[config.mk]
export PLATFORM = sky130hd
export DESIGN_NAME = hadd_serial_arb
export DESIGN_NICKNAME = d
export VERILOG_FILES = /design/src/rtl/hadd_serial_arb.sv
export SDC_FILE = /design/constraint.sdc
export NUM_CORES = 1
export LEC_CHECK = 0
export CORE_UTILIZATION = 50
export DETAILED_ROUTE_END_ITERATION = 12
export GPL_TIMING_DRIVEN = 0
export PLACE_DENSITY = 0.83
export SLEW_MARGIN = 5
export SYNTH_ARGS = -nofsm -noshare
export SYNTH_HDL_FRONTEND = slang
export SYNTH_SLANG_ARGS = --single-unit
[constraint.sdc]
create_clock -name CLK -period 3.15 [get_ports CLK]
set_input_delay 0.63 -clock CLK [delete_from_list [all_inputs] [get_ports CLK]]
set_output_delay 0.63 -clock CLK [all_outputs]
set_load 0.05 [all_outputs]
[src/rtl/hadd_serial_arb.sv]
// Two-requester round-robin front end for a shared bit-serial adder.
// Each add runs LSB-first through a two-half-adder full-adder slice over W cycles.
module hadd_serial_arb #(
    parameter int unsigned W = 8
) (
    input  logic         CLK,
    input  logic         RST_N,
    input  logic         REQ0,
    input  logic [W-1:0] A0,
    input  logic [W-1:0] B0,
    input  logic         REQ1,
    input  logic [W-1:0] A1,
    input  logic [W-1:0] B1,
    output logic         ACK0,
    output logic         ACK1,
    output logic         BUSY,
    output logic         DONE0,
    output logic         DONE1,
    output logic         GNT_ID,
    output logic [W-1:0] SUM,
    output logic         COUT
);
    localparam int unsigned CntW = (W > 1) ? $clog2(W) : 1;

    typedef enum logic [1:0] {StIdle, StRun, StDone} state_e;

    state_e          state_q;
    logic [W-1:0]    a_q, b_q, res_q, sum_q;
    logic [CntW-1:0] cnt_q;
    logic            carry_q, prio_q, gnt_q, cout_q, busy_q;
    logic            ack0_q, ack1_q, done0_q, done1_q;

    // Half adder: {carry, sum}.
    function automatic logic [1:0] hadd(input logic x, input logic y);
        return {x & y, x ^ y};
    endfunction

    logic [1:0]   h1, h2;
    logic         sum_bit, carry_next, gnt_sel;
    logic [W-1:0] res_next;

    always_comb begin
        h1         = hadd(a_q[0], b_q[0]);
        h2         = hadd(h1[0], carry_q);
        sum_bit    = h2[0];
        carry_next = h1[1] | h2[1];
        res_next   = res_q >> 1;
        res_next[W-1] = sum_bit;
        // On a tie the requester not served last wins.
        gnt_sel    = (REQ0 && REQ1) ? prio_q : REQ1;
    end

    always_ff @(posedge CLK) begin
        if (!RST_N) begin
            state_q <= StIdle;
            a_q     <= '0;
            b_q     <= '0;
            res_q   <= '0;
            sum_q   <= '0;
            cnt_q   <= '0;
            carry_q <= 1'b0;
            prio_q  <= 1'b0;
            gnt_q   <= 1'b0;
            cout_q  <= 1'b0;
            busy_q  <= 1'b0;
            ack0_q  <= 1'b0;
            ack1_q  <= 1'b0;
            done0_q <= 1'b0;
            done1_q <= 1'b0;
        end else begin
            ack0_q  <= 1'b0;
            ack1_q  <= 1'b0;
            done0_q <= 1'b0;
            done1_q <= 1'b0;
            case (state_q)
                StIdle: begin
                    if (REQ0 || REQ1) begin
                        a_q     <= gnt_sel ? A1 : A0;
                        b_q     <= gnt_sel ? B1 : B0;
                        carry_q <= 1'b0;
                        cnt_q   <= '0;
                        gnt_q   <= gnt_sel;
                        ack0_q  <= ~gnt_sel;
                        ack1_q  <= gnt_sel;
                        busy_q  <= 1'b1;
                        state_q <= StRun;
                    end
                end
                StRun: begin
                    a_q     <= a_q >> 1;
                    b_q     <= b_q >> 1;
                    res_q   <= res_next;
                    carry_q <= carry_next;
                    cnt_q   <= cnt_q + 1'b1;
                    if (cnt_q == CntW'(W - 1)) begin
                        sum_q   <= res_next;
                        cout_q  <= carry_next;
                        done0_q <= ~gnt_q;
                        done1_q <= gnt_q;
                        state_q <= StDone;
                    end
                end
                StDone: begin
                    prio_q  <= ~gnt_q;
                    busy_q  <= 1'b0;
                    state_q <= StIdle;
                end
                default: state_q <= StIdle;
            endcase
        end
    end

    assign ACK0   = ack0_q;
    assign ACK1   = ack1_q;
    assign BUSY   = busy_q;
    assign DONE0  = done0_q;
    assign DONE1  = done1_q;
    assign GNT_ID = gnt_q;
    assign SUM    = sum_q;
    assign COUT   = cout_q;

endmodule

* Word-level counts from Yosys, hierarchy flattened
Index checks and enable logic that the tools add are counted.
W data, S select, Z words.
** Storage, ports and cells
- Bits in registers :: 46
- Bits in latches :: 0
- Bits in writable memories :: 0
- Bits in read-only memories :: 0
- Input port bits :: 36
- Output and inout port bits :: 15
- Logic and storage cells :: 56
- Memories :: 0
** Cells by class
- $add $sub $neg :: 1
- $mul :: 0
- Divide/modulo/power cells :: 0
- Order comparisons :: 0
- Equal/unequal tests :: 5
- Shift operators :: 0
- Multiplexer cells :: 16
- Bitwise logic cells :: 7
- Reduce and logical (&&, ||, !) cells :: 12
** Operators with widths (count)
- $mux W8 :: 4
- $pmux W8 S2 :: 2
- $reduce_and A2 Y1 :: 5
- $pmux W3 S2 :: 1
- $reduce_and A3 Y1 :: 2
- $mux W2 :: 2
- $ne A2 B2 Y1 const B :: 2
- $pmux W1 S2 :: 2
- $pmux W2 S2 :: 1
- $reduce_bool A2 Y1 :: 2
- $add A3 B1 Y3 const B :: 1
- $eq A3 B3 Y1 const B :: 1
- $mux W1 :: 3
- $mux W3 :: 1
- $and A1 B1 Y1 :: 2
- $eq A2 B1 Y1 const B :: 1
- $eq A2 B2 Y1 const B :: 1
- $logic_not A2 Y1 :: 1
- $not A1 Y1 :: 2
- $xor A1 B1 Y1 :: 2
- $logic_and A1 B1 Y1 :: 1
- $logic_or A1 B1 Y1 :: 1
- $or A1 B1 Y1 :: 1

* Logic depth before layout (Yosys ltp)
- Word-level depth :: 5
- Mapped depth :: 6
- Mapped depth without buffers :: 5

* Worst setup path before layout
OpenSTA, ideal clock, no wires.
- Path kind :: input -> register
- Start :: input port REQ0
- End :: register a_q[4]
- Setup time :: 0.131 ns
- Arrival :: 1.366 ns
- Required time :: 3.019 ns
- Slack :: 1.653 ns
- Stages :: 6
- Cells stage by stage :: inv_1 -> o21ai_1 -> buf_4 -> buf_6 -> mux2i_1 -> o22ai_1
** Between the ends
- Longest elaborated chain between the ends :: 5
- Elaborated cells on any way between the ends :: 8
** Ends and longest elaborated chain
- from (decl) :: line 8 : input logic REQ0,
- $logic_and A1 B1 Y1 :: line 50 : gnt_sel = (REQ0 && REQ1) ? prio_q : REQ1;
- $mux W1 :: line 50
- $mux W8 :: line 78 : a_q <= gnt_sel ? A1 : A0;
- $mux W8 :: line 77 : if (REQ0 || REQ1) begin
- $pmux W8 S2 :: line 75 : case (state_q)
- to (signal assigned) :: line 78
- to (signal assigned) :: line 90 : a_q <= a_q >> 1;
- to (decl) :: line 28 : logic [W-1:0] a_q, b_q, res_q, sum_q;
Parallel ways exist; a longest one is shown, timed or not. The select of a mux whose other input is x is not followed.
A chain may end at the register's enable or synchronous reset.

* Final worst setup path
- Start :: register gnt_q (netlist: GNT_ID)
- End :: output port GNT_ID
** RTL lines
- from (decl) :: line 30 : logic carry_q, prio_q, gnt_q, cout_q, busy_q;
- from (signal assigned) :: line 82 : gnt_q <= gnt_sel;
- to (decl) :: line 19 : output logic GNT_ID,
No word-level cell between the ends.

==> summary.md <==
| Metric | Value |
|---|---|
| Die H | `62.4 um` |
| #FFs+latches synth | `45` |
| Status | `finished, final reports clean` |
| Hpwl dp | `2920 um` |
| Worst-path fanout max | `4` |
| HP Start | `SUM[1]` |
| Worst Hold Slack | `0.460 ns` |
| Final Worst Setup Slack | `0.886 ns` |
| Startpoint Class | `flip-flop` |
| FFs w/ async S/R, synth | `0%` |
| Num CTS Buffers | `5` |
| Sequential Power Share | `53.4%` |
| Largest buffer count on any clock path | `2` |
| CP endpoint kind | `output port` |
| Area grow syn2layout | `35.3%` |
| CTS tree | `yes` |
| Final ANT Viol Nets | `0` |
| Relative slew slack | `66.3%` |
| Netlist cell types | `27` |
| Unrepaired setup endpoints after global routing | `no` |
| DIE WIDTH | `62.4 um` |
| Most frequent cells in the layout | `clkdlybuf4s50_1, dfxtp_1, nand2_1, a21oi_1, mux2i_1` |
| EDFF count, synth | `0` |
| Critical Path RT | `2.52 ns` |
| Worst-margin pin slew | `0.504 ns` |
| Drt via density | `5.35` |
| Initial Utilization | `53.4%` |
| Clock root cell | `clkbuf_4` |
| Most used DFF post-synth | `dfxtp_1` |
| Worst Path Buf+Inv | `1` |
| Worst-Skew Late Latency | `0.36 ns` |
| Routed len/inst | `13.2 um` |
| DRT Pass-1 Iters | `4` |
| Hold Vio Cnt, Final | `0` |
| Syn_nets | `240` |
| Setup Viol. Count Final | `0` |
| Commonest non-fill, non-tap cell in the layout | `clkdlybuf4s50_1` |
| Fin nets | `297` |
| Yosys warns | `0` |
| Critical Path Start | `GNT_ID` |
| Mapped Area | `1820 um2` |
| Vias | `1,633` |
| Fin crit share | `71.9%` |
| Arrival time at the worst endpoint | `1.63 ns` |
| Clk sink count | `45` |
| H-tree depth | `2` |
| Count of pins over their slew limit | `0` |
| # port buffers | `50` |
| GRT Util Overall | `23.0%` |
| Setup TNS | `0 ns` |
| P per Cell Area | `464 nW/um2` |
| RR Startpoint | `cnt_q[0]` |
| Worst slack, placed | `0.961 ns` |
| Clock power share | `32.0%` |
| Crit-path cells | `clkdlybuf4s50_1` |
| Maxcap violations | `0` |
| Hold Crit Class | `flip-flop to flip-flop` |
| Drt initial violations | `77` |
| Clk_skew | `0.0102 ns` |
| Number of global-route vias before repair | `1,596` |
| Slowest-stage cell, CP | `clkdlybuf4s50_1` |
| Largest stage delay, worst path | `0.84 ns` |
| Sw frac | `23.9%` |
| Mapped Cells | `201` |
| Largest net degree at the start of global routing | `14` |
| Std-Cell Rows | `21` |
| Post-CTS Setup Repair Bufs | `0` |
| Initial antenna violation count | `0` |
| Global-route wire length before repair | `7070 um` |
| Int Pwr | `0.872 mW` |
| Setup Crit Path Kind | `flip-flop to output port` |
| Sequential share of the synthesized area | `49.4%` |
| Final wirelength | `4040 um` |
| Peak supply drop | `0.252 mV` |
| Avg Cell Area, Syn | `9.08 um2` |
| Final min period | `2.26 ns` |
| CTS resizes | `0` |
| Post-cts hold buffer count | `0` |
| Total gr overflow | `0` |
| RD Place Congestion | `0.777` |
| Critical path's top delay family | `buffers and inverters` |
| Switching power | `0.274 mW` |
| ANT cells | `0` |
| Core box area | `3420 um2` |
| Layout cells sized above 1 | `7.72%` |
| Comb power frac | `14.6%` |
| Fmax | `442 MHz` |
| DRC | `0` |
| Clock-pin slew on the worst setup and hold paths | `0.12 ns` |
| I/O pins | `51` |
| Leakage | `0.966 nW` |
| Die footprint | `3890 um2` |
## through the flow
| stage | cells | power, mW | util [%] | cell area, um2 |
|---|---|---|---|---|
| 4_1_cts | 305 | 1.16 | 72.2 | 2470 |
| 6_report | 305 | 1.15 | 72.2 | 2470 |
| 5_1_grt | 305 | 1.20 | 72.2 | 2470 |
| 3_5_place_dp | 297 | 0.790 | 69.7 | 2380 |
| 3_3_place_gp | 297 | 0.786 | 69.7 | 2380 |
| 2_1_floorplan | 201 | 0.715 | - | 1820 |
## cell type report
cell class	count	area, um2
Sequential cell	45	901
Multi-Input combinational cell	138	813
Timing Repair Buffer	50	500
Inverter	3	11.3
Clock inverter	1	30.0
Tap cell	46	57.6
Buffer	15	98.8
Fill cell	284	948
Clock buffer	7	55.1
## cells in the mapped netlist (4+ instances only)
cell type  count  area [um2]
buf_4          4        30.0
a21oi_1       22         110
a22oi_1       14         105
nand2_1       38         143
o22ai_1       14        87.6
buf_2          4        20.0
nand3_1        5        25.0
nor2_1        11        41.3
dfxtp_1       45         901
clkbuf_1       4        15.0
mux2i_1       16         160
## layer usage
| layer | wire (um) | track usage, % |
|---|---|---|
| met3 | 180 | 6.02 |
| met5 | 0 | 0 |
| met4 | 87 | 9.01 |
| met1 | 1830 | 29.1 |
| met2 | 1930 | 37.4 |
## sequential cells by signal, indices dropped and copies added, names as in the netlist
| signal | count |
|---|---|
| ACK0 | 1 |
| ACK1 | 1 |
| BUSY | 1 |
| COUT | 1 |
| DONE0 | 1 |
| DONE1 | 1 |
| GNT_ID | 1 |
| SUM | 8 |
| a_q | 8 |
| b_q | 8 |
| carry_q | 1 |
| cnt_q | 3 |
| prio_q | 1 |
| res_q | 7 |
| state_q | 2 |
## power groups by stage
stage	Combinational, mW	Clock, mW	Sequential (mW)
5_1_grt	0.185	0.399	0.615
6_report	0.167	0.367	0.612
2_1_floorplan	0.0851	0	0.630
3_3_place_gp	0.163	0	0.623
3_5_place_dp	0.166	0	0.624
4_1_cts	0.167	0.377	0.611
## kinds of logic after synthesis
kind of cell / after synthesis / share of synthesized area [%]
simple gates: 65 / 15.3
compound gates: 53 / 17.4
flops: 45 / 49.4
buf+inv: 18 / 6.04
mux: 17 / 9.40
fa+ha+maj: 3 / 2.47
## final timing paths
path | endpoint | slack (ns) | depth (start not counted)
hold / removal | SUM[1] | 0.46 | 2
setup reg to reg | SUM[7] | 1.71 | 6
setup / recovery | GNT_ID | 0.89 | 1
hold reg to reg | SUM[1] | 0.46 | 2
Power figures use the tool's default switching activity.
